**src/rtl/csr_counters_pkg.sv**
```systemverilog
// Shared constants for the csr_counters block: CSR addresses,
// csr_modify bit positions and mcountinhibit bit positions.
package csr_pkg;

  // Machine-mode read/write counter CSRs
  localparam logic [11:0] ADDR_MCYCLE        = 12'hB00;
  localparam logic [11:0] ADDR_MCYCLEH       = 12'hB80;
  localparam logic [11:0] ADDR_MINSTRET      = 12'hB02;
  localparam logic [11:0] ADDR_MINSTRETH     = 12'hB82;
  localparam logic [11:0] ADDR_MCOUNTINHIBIT = 12'h320;

  // User-mode read-only shadows
  localparam logic [11:0] ADDR_CYCLE         = 12'hC00;
  localparam logic [11:0] ADDR_CYCLEH        = 12'hC80;
  localparam logic [11:0] ADDR_INSTRET       = 12'hC02;
  localparam logic [11:0] ADDR_INSTRETH      = 12'hC82;
  localparam logic [11:0] ADDR_TIME          = 12'hC01;
  localparam logic [11:0] ADDR_TIMEH         = 12'hC81;

  // csr_modify bit positions
  localparam int MOD_WRITE = 0;
  localparam int MOD_SET   = 1;
  localparam int MOD_CLEAR = 2;

  // mcountinhibit implemented bits
  localparam int INH_CY = 0;
  localparam int INH_IR = 2;

endpackage

```
**src/rtl/csr_counters_counter64.sv**
```systemverilog
// csr_counter64: a WIDTH-bit counter (WIDTH in 33..64) presented as a
// zero-extended 64-bit value. Either 32-bit half can be written; a write
// to either half suppresses the increment for that cycle. Wraps silently.
module csr_counter64 #(
  parameter int WIDTH = 64
) (
  input  logic        clk,
  input  logic        rstn,
  input  logic        inc,
  input  logic        inhibit,
  input  logic        wr_lo,
  input  logic        wr_hi,
  input  logic [31:0] wval,
  output logic [63:0] count
);

  logic [WIDTH-1:0] cnt_q, cnt_d;
  logic [63:0]      merged;

  // Next value: half-writes take priority over the increment
  always_comb begin
    merged = 64'(cnt_q);
    if (wr_lo) merged[31:0]  = wval;
    if (wr_hi) merged[63:32] = wval;
    cnt_d = cnt_q;
    if (wr_lo || wr_hi) begin
      cnt_d = merged[WIDTH-1:0];
    end else if (inc && !inhibit) begin
      cnt_d = cnt_q + {{(WIDTH-1){1'b0}}, 1'b1};
    end
  end

  // Counter register with synchronous active-low reset
  always_ff @(posedge clk) begin
    if (!rstn) cnt_q <= '0;
    else       cnt_q <= cnt_d;
  end

  assign count = 64'(cnt_q);

endmodule

```
**src/rtl/csr_counters.sv**
```systemverilog
// csr_counters: responder for the counter CSRs (mcycle, minstret,
// mcountinhibit and their read-only shadows). Optional time/timeh CSRs
// are built when CSR_COUNTERS_TIME_EN is defined.
//
// Request/response protocol: a request is present in any cycle where
// csr_read=1 or csr_modify!=0; it is sampled at the rising edge and there
// is no ready/backpressure. Exactly one cycle later csr_valid and
// csr_rdata show the result for one cycle only: csr_valid=1 means the
// access was accepted and csr_rdata holds the pre-modify value; otherwise
// both are 0 so the outputs can be OR-combined with other CSR sources.
module csr_counters
  import csr_pkg::*;
#(
  parameter int WIDTH    = 64,
  parameter int TIME_DIV = 1
) (
  input  logic        clk,
  input  logic        rstn,
  input  logic        retired,
  input  logic        csr_read,
  input  logic [2:0]  csr_modify,
  input  logic [31:0] csr_wdata,
  input  logic [11:0] csr_addr,
  output logic [31:0] csr_rdata,
  output logic        csr_valid,
  output logic [63:0] cnt_cycle
);

  logic [63:0] mcycle, minstret;
  logic        cy_q, cy_d, ir_q, ir_d;
  logic        valid_q, valid_d;
  logic [31:0] rdata_q, rdata_d;

  logic        req, mod_onehot, impl, writable, acc_ok, do_wr;
  logic [31:0] old_val, new_val;
  logic        wr_cyc_lo, wr_cyc_hi, wr_ins_lo, wr_ins_hi;

`ifdef CSR_COUNTERS_TIME_EN
  logic [63:0] mtime;
  logic [31:0] presc_q, presc_d;
  logic        tick;
`endif

  // Address decode: implemented/writable flags and the current value
  always_comb begin
    impl     = 1'b1;
    writable = 1'b0;
    old_val  = 32'd0;
    case (csr_addr)
      ADDR_MCYCLE:        begin old_val = mcycle[31:0];    writable = 1'b1; end
      ADDR_MCYCLEH:       begin old_val = mcycle[63:32];   writable = 1'b1; end
      ADDR_MINSTRET:      begin old_val = minstret[31:0];  writable = 1'b1; end
      ADDR_MINSTRETH:     begin old_val = minstret[63:32]; writable = 1'b1; end
      ADDR_MCOUNTINHIBIT: begin
        old_val[INH_CY] = cy_q;
        old_val[INH_IR] = ir_q;
        writable        = 1'b1;
      end
      ADDR_CYCLE:         old_val = mcycle[31:0];
      ADDR_CYCLEH:        old_val = mcycle[63:32];
      ADDR_INSTRET:       old_val = minstret[31:0];
      ADDR_INSTRETH:      old_val = minstret[63:32];
`ifdef CSR_COUNTERS_TIME_EN
      ADDR_TIME:          old_val = mtime[31:0];
      ADDR_TIMEH:         old_val = mtime[63:32];
`endif
      default:            impl = 1'b0;
    endcase
  end

  // Acceptance and modify result; set/clear with zero operand is
  // accepted but is not a write, so counting carries on undisturbed
  always_comb begin
    req        = csr_read || (csr_modify != 3'd0);
    mod_onehot = (csr_modify & (csr_modify - 3'd1)) == 3'd0;
    acc_ok     = req && impl && mod_onehot && ((csr_modify == 3'd0) || writable);
    new_val    = old_val;
    if (csr_modify[MOD_WRITE])      new_val = csr_wdata;
    else if (csr_modify[MOD_SET])   new_val = old_val | csr_wdata;
    else if (csr_modify[MOD_CLEAR]) new_val = old_val & ~csr_wdata;
    do_wr = acc_ok && (csr_modify[MOD_WRITE] ||
            ((csr_modify[MOD_SET] || csr_modify[MOD_CLEAR]) && (csr_wdata != 32'd0)));
    wr_cyc_lo = do_wr && (csr_addr == ADDR_MCYCLE);
    wr_cyc_hi = do_wr && (csr_addr == ADDR_MCYCLEH);
    wr_ins_lo = do_wr && (csr_addr == ADDR_MINSTRET);
    wr_ins_hi = do_wr && (csr_addr == ADDR_MINSTRETH);
    cy_d = cy_q;
    ir_d = ir_q;
    if (do_wr && (csr_addr == ADDR_MCOUNTINHIBIT)) begin
      cy_d = new_val[INH_CY];
      ir_d = new_val[INH_IR];
    end
    valid_d = acc_ok;
    rdata_d = acc_ok ? old_val : 32'd0;
  end

  // Inhibit bits and the one-cycle response register
  always_ff @(posedge clk) begin
    if (!rstn) begin
      cy_q    <= 1'b0;
      ir_q    <= 1'b0;
      valid_q <= 1'b0;
      rdata_q <= 32'd0;
    end else begin
      cy_q    <= cy_d;
      ir_q    <= ir_d;
      valid_q <= valid_d;
      rdata_q <= rdata_d;
    end
  end

  csr_counter64 #(.WIDTH(WIDTH)) u_mcycle (
    .clk     (clk),
    .rstn    (rstn),
    .inc     (1'b1),
    .inhibit (cy_q),
    .wr_lo   (wr_cyc_lo),
    .wr_hi   (wr_cyc_hi),
    .wval    (new_val),
    .count   (mcycle)
  );

  csr_counter64 #(.WIDTH(WIDTH)) u_minstret (
    .clk     (clk),
    .rstn    (rstn),
    .inc     (retired),
    .inhibit (ir_q),
    .wr_lo   (wr_ins_lo),
    .wr_hi   (wr_ins_hi),
    .wval    (new_val),
    .count   (minstret)
  );

`ifdef CSR_COUNTERS_TIME_EN
  // Prescaler: tick on the last cycle of every TIME_DIV-cycle period
  always_comb begin
    tick    = (presc_q == 32'(TIME_DIV - 1));
    presc_d = tick ? 32'd0 : presc_q + 32'd1;
  end

  // Prescaler register, restarts from zero at reset
  always_ff @(posedge clk) begin
    if (!rstn) presc_q <= 32'd0;
    else       presc_q <= presc_d;
  end

  csr_counter64 #(.WIDTH(WIDTH)) u_time (
    .clk     (clk),
    .rstn    (rstn),
    .inc     (tick),
    .inhibit (1'b0),
    .wr_lo   (1'b0),
    .wr_hi   (1'b0),
    .wval    (32'd0),
    .count   (mtime)
  );
`endif

  assign csr_valid = valid_q;
  assign csr_rdata = rdata_q;
  assign cnt_cycle = mcycle;

endmodule
```
**config.mk**
```make
export PLATFORM = sky130hd
export DESIGN_NAME = csr_counters
export DESIGN_NICKNAME = d
export VERILOG_FILES = /design/src/rtl/csr_counters_pkg.sv /design/src/rtl/csr_counters_counter64.sv /design/src/rtl/csr_counters.sv
export SDC_FILE = /design/constraint.sdc
export NUM_CORES = 1
export LEC_CHECK = 0
export BUFFER_PORTS_ARGS = -buffer_cell sky130_fd_sc_hd__buf_4
export CELL_PAD_IN_SITES_DETAIL_PLACEMENT = 1
export CELL_PAD_IN_SITES_GLOBAL_PLACEMENT = 1
export CORE_ASPECT_RATIO = 1.25
export CORE_MARGIN = 10
export CORE_UTILIZATION = 43
export DETAILED_ROUTE_END_ITERATION = 10
export GPL_TIMING_DRIVEN = 0
export PLACE_DENSITY = 0.91
export SETUP_SLACK_MARGIN = 0.02
export SKIP_CTS_REPAIR_TIMING = 1
export SLEW_MARGIN = 25
export SYNTH_ARGS = -nofsm -noshare
export SYNTH_HDL_FRONTEND = slang
export SYNTH_SLANG_ARGS = --single-unit
```
**constraint.sdc**
```tcl
create_clock -name clk -period 3 [get_ports clk]
set_input_delay 0.15 -clock clk [delete_from_list [all_inputs] [get_ports clk]]
set_output_delay 0.15 -clock clk [all_outputs]
set_load 0.05 [all_outputs]
```
# After elaboration in Yosys (flattened, before gate mapping)
# Index checks and enable logic that the tools add are counted.
[word_totals] memories=0 latch_bits=0 output_inout_bits=97 ff_bits=163 mem_bits_rw=0 romBits=0 input_bits=51 word_cells=80
[op_classes] magnitude_cmp=0 addsub=3 mux=17 mul=0 bitwise=4 reduce_logical=34 n_div=0 eq_ne=14 shift=0
[op_table] cell="$mux 64" n=4
[op_table] cell="$mux 32" n=7
[op_table] cell="$add 64x1->64 const B" n=2
[op_table] cell="$pmux 29 s4" n=1
[op_table] cell="$eq 12x12->1 const B" n=8
[op_table] cell="$and 32x32->32" n=1
[op_table] cell="$not 32->32" n=1
[op_table] cell="$or 32x32->32" n=1
[op_table] cell="$reduce_bool 32->1" n=1
[op_table] cell="$eq 12x10->1 const B" n=1
[op_table] cell="$logic_and 1x1->1" n=11
[op_table] cell="$ne 2x1->1 const B" n=5
[op_table] cell="$pmux 1 s5" n=2
[op_table] cell="$reduce_and 2->1" n=5
[op_table] cell="$reduce_or 9->1" n=1
[op_table] cell="$reduce_or 2->1" n=4
[op_table] cell="$logic_not 3->1" n=2
[op_table] cell="$logic_or 1x1->1" n=6
[op_table] cell="$reduce_or 5->1" n=1
[op_table] cell="$pmux 1 s4" n=1
[op_table] cell="$and 3x3->3" n=1
[op_table] cell="$reduce_bool 3->1" n=1
[op_table] cell="$sub 3x1->3 const B" n=1
[op_table] cell="$mux 1" n=2
[op_table] cell="2 further kinds" n=2

# Depth between registers and ports, before layout
# Gate-level depths: netlist of run 1.
[depth] ltp_word=11 ltp_mapped=11 ltp_nobuf=8

# Cells and area by module
# A second synthesis of run 1 with hierarchy kept.
[hier_totals] hier_cells=1528 area_unflattened_um2=11671.2
[modules_own_cells] module="csr_counter64 (u_mcycle)" area_each_um2=4479.3 cells_each=598 instances=1
[modules_own_cells] module="csr_counter64 (u_minstret)" area_each_um2=4424.2 cells_each=595 instances=1
[modules_own_cells] module="csr_counters" area_each_um2=2767.7 cells_each=335 instances=1

# Worst setup path after synthesis of run 1
# Ideal clock, no wire load.
[synth_path] path_type="register -> register" start="register u_mcycle.cnt_q[25], in the netlist u_mcycle.count[25]" end="register u_mcycle.cnt_q[59], in the netlist u_mcycle.count[59]" period_less_slack_ns=2.584 arrival_time_ns=2.470 path_slack_ns=0.416 n_path_buf=1 path_stages_with_launch=9 required_ns=2.885 cell_sequence="dfxtp_1 -> buf_2 -> and3_1 -> nand4_1 -> nor4_1 -> nand2_1 -> o21ai_0 -> a21boi_0 -> o21a_1"
[synth_via] elab_chain_cells=3
[synth_rtl] element="from (decl)" line="csr_counters_counter64.sv:17" source="logic [WIDTH-1:0] cnt_q, cnt_d;"
[synth_rtl] element="from (signal assigned)" line="csr_counters_counter64.sv:36" source="else cnt_q <= cnt_d;"
[synth_rtl] element="$add 64x1->64" line="csr_counters_counter64.sv:29" source="cnt_d = cnt_q + {{(WIDTH-1){1'b0}}, 1'b1};"
[synth_rtl] element="$mux 64" line="csr_counters_counter64.sv:28" source="end else if (inc && !inhibit) begin"
[synth_rtl] element="$mux 64" line="csr_counters_counter64.sv:26" source="if (wr_lo || wr_hi) begin"
# Every way passes these cells. The select of a mux whose other input is x is not followed.
# A chain may end at the register's enable or synchronous reset.

# Worst setup path after layout of run 1
[layout_path] start="register u_mcycle.cnt_q[2], in the netlist u_mcycle.count[2]" end="register u_mcycle.cnt_q[21], in the netlist u_mcycle.count[21]"
# The elaborated chain is that of the path after synthesis.

==> run metrics, run 1 <==
status finished clean; grt peak-use layer met2; Worst EP arrival between 3 and 4 ns; initial core utilization 43.8%; vias in the first global route around 14,000; EDFF count, synth 0; Worst-Skew Late Latency 0.46 ns; Multi-input gate area roughly 7100 sq um; Clock Skews approximately 0.011 ns; Clock Path Buffers 2; final cell count without fillers a little under 2,000; Worst Path Required around 3.4 ns; Setup crit start kind register; Synth top area share 30.4%; Die Width around 160 microns; DP Worst Slack -0.838 ns; Pre-Repair DR Iteration Count 5; Syn Nets 1,477; met1 Use GR 43.9%; placed insts ~1,900; M2 GR Usage between 60% and 70%; Layout area overhead 21.4%; max_cap viols 0; minimum clock period ~3.0 ns; unrepaired setup endpoints after global routing no; DRC errors left 0; initial antenna violation count 0; Setup CP Type reg2reg; # fillers about 3,100; cell taking the most area after synthesis dfxtp_1; post-synthesis sequential area ratio between 30% and 40%; Worst-path clk slew roughly 0.070 ns; H-tree depth 4; setup TNS 0 ns; nets@finish 1,649; CTS tree built; CP endpoint kind register; pin slew with the least headroom to its limit roughly 1.1 ns; Rel. slew slack about a quarter; GRT Residual Overflow 0; Avg Cell Area, Syn 7.53 sq um; All-Layer GR Usage 39.1%; Final Util 53.1%; Setup WS post-layout between 0.0006 and 0.0007 ns; fin. max-slew vios 0; Num CTS Buffers 17; post-synthesis register bit count approximately 160; GR Layer Usage met3 between 7 and 8%; asr flop ratio synth 0%; Pleak ~4.5 nW; Fin. Hold Viols 0; port bufs roughly 150; PD cells between 300 and 400 nW/um^2; CTS root buffer clkbuf_16; DP HPWL approximately 50,000 microns; GP Congestion 1.03; DRT iter0 DRCs 1,864; Hold Crit Class in2reg; Area contributors post-synth dfxtp_1 30%, o21ai_0 7.7%, a21oi_1 7.0%; Most used DFF post-synth dfxtp_1; worst vdd ir between 0.0003 and 0.0004 V; ratio of cells with drive above 1 in the final layout 18.4%; Syn Std Cell Area ~11,000 sq um; # rows 64; Vias roughly 14,000; Final period util approximately 100%; Max FO, Critical Path 8; vias per cell roughly 7.1; die height a little under 200 microns; post-synth cell types 74; Reg area 3270 sq um; IO Pins ~150; final wirelength about 64,000 microns; first-pass GRT wire length slightly above 90,000 microns; die area about 32,000 sq um; synth warn 0; Clock Sinks 163; Syn Inst Count around 1,400; Peak Freq 333 MHz; largest net degree at the start of global routing 17; final number of setup-violating endpoints 0; Routed Antenna Nets 0; CORE AREA 24,500 sq um; Ant. Diodes 0; Wirelength per Cell 33.1 microns
## Yosys cell counts, types with 4 or more instances
cell / n
o21ai_0: 164
dfxtp_1: 163
nand2_1: 162
a21oi_1: 149
nor2_1: 103
nor3_1: 72
clkbuf_1: 63
nand3_1: 61
nand4_1: 38
mux4_2: 32
and2_1: 31
nor2b_1: 30
nor4_1: 30
a32oi_1: 26
buf_2: 26
a211oi_1: 23
and3_1: 23
or3_1: 18
inv_1: 15
o21a_1: 13
a31oi_1: 11
o22ai_1: 11
a21o_1: 9
a32o_1: 9
nor3b_1: 9
nor4b_1: 9
o211ai_1: 9
o211a_1: 7
o31ai_1: 7
or2_2: 7
or4_1: 7
and4_1: 6
buf_6: 6
o21ai_1: 6
a21boi_0: 5
a31o_2: 4
nor4_2: 4
## sequential cells by signal (all words and copies together) (netlist names)
name / count
u_mcycle.count: 64
u_minstret.count: 64
csr_rdata: 32
csr_valid: 1
cy_q: 1
ir_q: 1
## area by class of cell
type | instances | share of cell area [%]
clock inverter | 9 | 1.20
inverter | 16 | 0.461
sequential | 163 | 25.1
tap | 330 | 3.17
clock buffer | 21 | 3.38
timing repair buffer | 155 | 8.94
buffer | 97 | 3.46
multi-input combinational | 1146 | 54.3
## power breakdown
| part | total, W | switching, W | internal [W] |
|---|---|---|---|
| clock | 0.00242 | 0.00103 | 0.00139 |
| sequential | 0.00218 | 0.0000166 | 0.00217 |
| combinational | 0.000448 | 0.000324 | 0.000123 |
## layout by cell type, fill, tap and decap left out, types with 7 or more instances in the layout
master     netlist  routed
o21ai_0        164     164
nand2_1        162     162
dfxtp_1        163     161
buf_4            1     156
a21oi_1        149     149
nor2_1         103     101
nor3_1          72      67
clkbuf_1        63      62
nand3_1         61      60
nand4_1         38      38
mux4_2          32      32
and2_1          31      31
nor2b_1         30      30
nor4_1          30      28
buf_2           26      26
a32oi_1         26      25
and3_1          23      23
a211oi_1        23      23
or3_1           18      18
clkbuf_16        0      17
inv_1           15      15
o21a_1          13      13
o22ai_1         11      11
a31oi_1         11      11
a21o_1           9       9
nor3b_1          9       9
nor4b_1          9       9
o211ai_1         9       9
a32o_1           9       9
or2_2            7       7
o211a_1          7       7
o31ai_1          7       7
or4_1            7       7
## cell families (layout without fill, tap and decap cells)
logic type / count (synthesis) / in the layout / synth area share [%]
multiplexers: 34 / 34 / 6.92
flip-flops: 163 / 163 / 30.4
AO/OA/AOI/OAI: 480 / 480 / 27.3
adder cells (fa/ha/maj): 2 / 2 / 0.233
XOR/XNOR: 1 / 1 / 0.0816
buffers and inverters: 115 / 298 / 4.78
AND/OR/NAND/NOR: 629 / 629 / 30.3
## per-layer routing
layer	vias up	wire length (microns)
met5	-	0
met4	0	5390
met3	341	6270
met2	1087	30200
met1	6660	22300
li1	5711	-
## through the flow
stage	hold slack (ns)	power, W	instance area [sq um]
after global routing	0.227	0.00508	13000
final	0.223	0.00505	13000
after floorplan	0.450	0.00242	10700
after global placement	0.517	0.00265	12200
after CTS	0.287	0.00499	12800
after detailed placement	0.527	0.00266	12200
## worst paths after layout
| kind | from | endpoint | slack, ns | cells after the start |
|---|---|---|---|---|
| max | u_mcycle.count[2]$_SDFFE_PN0P_ | u_mcycle.count[21]$_SDFFE_PN0P_ | 0.0006 | 6 |
| min | csr_addr[2] | csr_rdata[13]$_SDFF_PN0_ | 0.22 | 4 |
| max reg2reg | u_mcycle.count[2]$_SDFFE_PN0P_ | u_mcycle.count[21]$_SDFFE_PN0P_ | 0.0006 | 6 |
| min reg2reg | ir_q$_SDFFE_PN0P_ | ir_q$_SDFFE_PN0P_ | 0.54 | 2 |
## worst max-delay path, cell delays in order, from the launching register on
cell and delay [ns]:
dfxtp_1 0.58, nand4_1 0.32, nor3_1 0.92, nand3_1 0.27
nor2_1 0.32, o21ai_1 0.17, a32o_1 0.30
(Power assumes the default switching activity.)
==> run 2: changes to the inputs <==
Settings changed: CORE_UTILIZATION 43 to 44, PLACE_DENSITY 0.91 to 0.92, SYNTH_HIERARCHICAL set to 1.
==> run 2 against run 1 <==
The run now ends with setup timing left; clock-buffer cell count shrank 2; sequential cell count is the same; hold slack worse by 0.15 ns; critical path depth increased by 6; global-route usage rose by 0.99 points; combinational power up 38%; non-clock buffer count rose by 5; worst setup slack got worse by 0.044 ns.
==> run metrics, run 2 <==
status complete, but fails checks; violated checks setup timing; Routed Antenna Nets 0 (unchanged); final wirelength 72,500 microns (+13%); vias in the first global route 15,400 (+12%); Syn Std Cell Area 11,700 sq um (+8.8%); CP endpoint u_minstret/count[58]$_SDFFE_PN0P_; CP top delay family simple AND/OR/NAND/NOR gates; Syn Inst Count 1,528 (+7.3%); Ant. Diodes 0 (unchanged); final number of setup-violating endpoints 5 (+5); Vias 15,800 (+14%); highest metal used met5; M1 wire length 24,200 microns (+8.5%); Synth top area share 28.0% (-2.5 points); most used cell, CP nor4_1; Setup CP Type in2reg; initial core utilization 44.7% (+0.94 points); Sw Ratio 28.1% (+0.93 points); DP HPWL 54,300 microns (+8.7%); vias per cell 7.67 (+7.6%); CP Launch Point csr_wdata[20]; minimum clock period 3.04 ns (+0.0437 ns); Worst Path Required 3.36 ns (about the same); CP Cell Sequence buf_4 > nor4_1 > nand2_1 > o31ai_1 > or3_4 > nor2_4 > clkbuf_2 > or3b_2 > buf_2 > nor4_1 > o21ai_0 > a211o_1; Clock Path Buffers 2 (unchanged); max_cap viols 0 (unchanged); Worst-Skew Late Latency 0.47 ns (about the same); CTS tree built; Setup WS post-layout -0.0431 ns (-0.0437 ns); Worst EP arrival 3.40 ns (+0.05 ns); CP endpoint kind register; Clock Sinks 163 (unchanged); Pre-Repair DR Iteration Count 7 (+2); H-tree depth 4 (unchanged); # fillers 3,297 (+5.5%); unrepaired setup endpoints after global routing yes; synth warn 6 (+6); clock share of power 48.3% (+0.5 points); ratio of cells with drive above 1 in the final layout 18.5% (+0.080 points); Pwr Total 0.00551 W (+9.2%); FF-to-FF End u_minstret/count[38]$_SDFFE_PN0P_; Setup crit start kind primary input; GP Congestion 1.05 (+2.3%); Avg Cell Area, Syn 7.64 sq um (+1.4%); Wirelength per Cell 35.2 microns (+6.4%); Hold Crit Class in2reg; DRC errors left 0 (unchanged); pin slew with the least headroom to its limit 1.11 ns (-0.0222 ns); largest net degree at the start of global routing 17 (unchanged); CORE AREA 26,100 sq um (+6.5%); Worst-path clk slew 0.07 ns (about the same); All-Layer GR Usage 40.1% (+0.99 points); nets@finish 1,760 (+6.7%); most common cell in the netlist dfxtp_1; P_int 0.00397 W (+7.8%); Post-synth top cells 163 x dfxtp_1, 154 x nor2_1, 104 x nand2_1, 92 x a21oi_1, 90 x nand3_1; post-synth cell types 88 (+19%); Stages on worst setup path 12 (+6); final cell count without fillers 2,059 (+6.3%); post-synthesis sequential area ratio 28.0% (-2.5 points); post-synthesis register bit count 163 (unchanged); Pleak 4.89 nW (+8.8%); worst flop-to-flop path startpoint u_minstret/count[20]$_SDFFE_PN0P_; Final Util 54.3% (+1.2 points); Most used DFF post-synth dfxtp_1; setup TNS -0.0909 ns (-0.0909 ns); NetSw 0.00155 W (+13%); Layout area overhead 21.4% (about the same); Clock Skews 0.0141 ns (+0.00349 ns); most frequent cells in the layout 162 x buf_4, 162 x dfxtp_1, 147 x nor2_1, 102 x nand2_1, 92 x a21oi_1; R2R Setup Slk 0.01 ns (about the same); Multi-input gate area 8060 sq um (+14%); Final period util 101% (+1.5 points); Fin. Hold Viols 0 (unchanged); Max FO, Critical Path 10 (+2); fin. max-slew vios 0 (unchanged); Peak Freq 329 MHz (-1.4%); placed insts 2,017 (+6.2%); Num CTS Buffers 17 (unchanged); # rows 66 (+3.1%); PD cells 389 nW/um^2 (+0.38%); Area contributors post-synth dfxtp_1 28%, nor2_1 5.0%, nand4_1 4.4%; initial antenna violation count 1 (+1); EDFF count, synth 0 (unchanged); die height 202 microns (+2.8%); IO Pins 148 (unchanged); Reg area 3260 sq um (about the same); CP peak stage delay 0.59 ns (-0.33 ns); met2 routed WL 33,200 microns (+10%); port bufs 144 (-0.69%); die area 33,500 sq um (+5.6%); DRT iter0 DRCs 2,214 (+19%); Comb pwr share 11.2% (+2.3 points); Rel. slew slack 25.2% (+0.80 points); Die Width 166 microns (+2.7%); cell taking the most area after synthesis dfxtp_1; part of the power in registers 40.5% (-2.8 points); crit path max-delay cell type or3b_2; asr flop ratio synth 0% (unchanged); worst path bufs/invs 3 (+3); CTS root buffer clkbuf_16; first-pass GRT wire length 103,000 microns (+11%); GRT Residual Overflow 0 (unchanged); met3 wire length 7410 microns (+18%); hold slack 0.0777 ns (-0.145 ns); Reg2Reg Depth 5 (-1); worst vdd ir 0.000335 V (-11%)
## run 2: cell count changes in the layout (fill, tap and decap cells not counted), sizes merged, moves of 30 or more
cell	before	now
a22o	0	45
o21ai	173	68
nor2	104	155
mux4	32	1
mux2i	1	35
a21oi	149	92
nand3	61	91
nand2	162	104
or4	7	47
nor3	72	32
o211ai	9	48
nand4	39	87
## run 2: per-layer routing
| layer | vias up | GRT usage [%] |
|---|---|---|
| li1 | 6352 | - |
| met1 | 7598 | 42.3 |
| met2 | 1359 | 66.2 |
| met3 | 479 | 9.01 |
| met4 | 2 | 35.6 |
| met5 | - | 0 |
## run 2: worst min-delay path by stage
| stage | from | to | cells past startpoint |
|---|---|---|---|
| after global routing | rstn | ir_q$_SDFFE_PN0P_ | 2 |
| final | rstn | ir_q$_SDFFE_PN0P_ | 2 |
| after CTS | rstn | ir_q$_SDFFE_PN0P_ | 2 |
| after floorplan | rstn | cy_q$_SDFFE_PN0P_ | 1 |
| after global placement | u_minstret/count[61]$_SDFFE_PN0P_ | u_minstret/count[61]$_SDFFE_PN0P_ | 2 |
| after detailed placement | u_minstret/count[14]$_SDFFE_PN0P_ | u_minstret/count[14]$_SDFFE_PN0P_ | 2 |
## run 2: power groups by stage
stage	registers [W]	clock network, W	logic (W)
detailed placement	0.00228	0	0.000558
global route	0.00223	0.00273	0.000623
floorplan	0.00229	0	0.000251
CTS	0.00223	0.00266	0.000562
global placement	0.00228	0	0.000545
finish	0.00223	0.00266	0.000617
## run 2: logic make-up after synthesis
kind of cell | Yosys count | share of synthesized area (%)
buffers and inverters | 128 | 4.63
adders and majority gates | 2 | 0.214
other | 1 | 0.0321
xor gates and xnor gates | 16 | 1.20
DFF | 163 | 28.0
AOI/OAI and AO/OA | 459 | 27.8
and+or+nand+nor | 719 | 34.6
muxes | 40 | 3.58
## run 2: layout make-up
class	count	area share, %
multi-input cells	1242	56.9
flip-flops and latches	163	23.0
repair buffers	156	8.27
plain buffers	101	3.35
clock buffers	19	3.20
well taps	340	3.00
clock inverters	12	1.60
inverters	26	0.689
## run 2: through the flow
stage / cell area [sq um] / setup slack, ns
after global placement: 13200 / -1.20
final: 14200 / -0.0431
after global routing: 14200 / -0.119
after CTS: 13900 / -0.703
after floorplan: 11700 / 0.123
after detailed placement: 13200 / -1.25
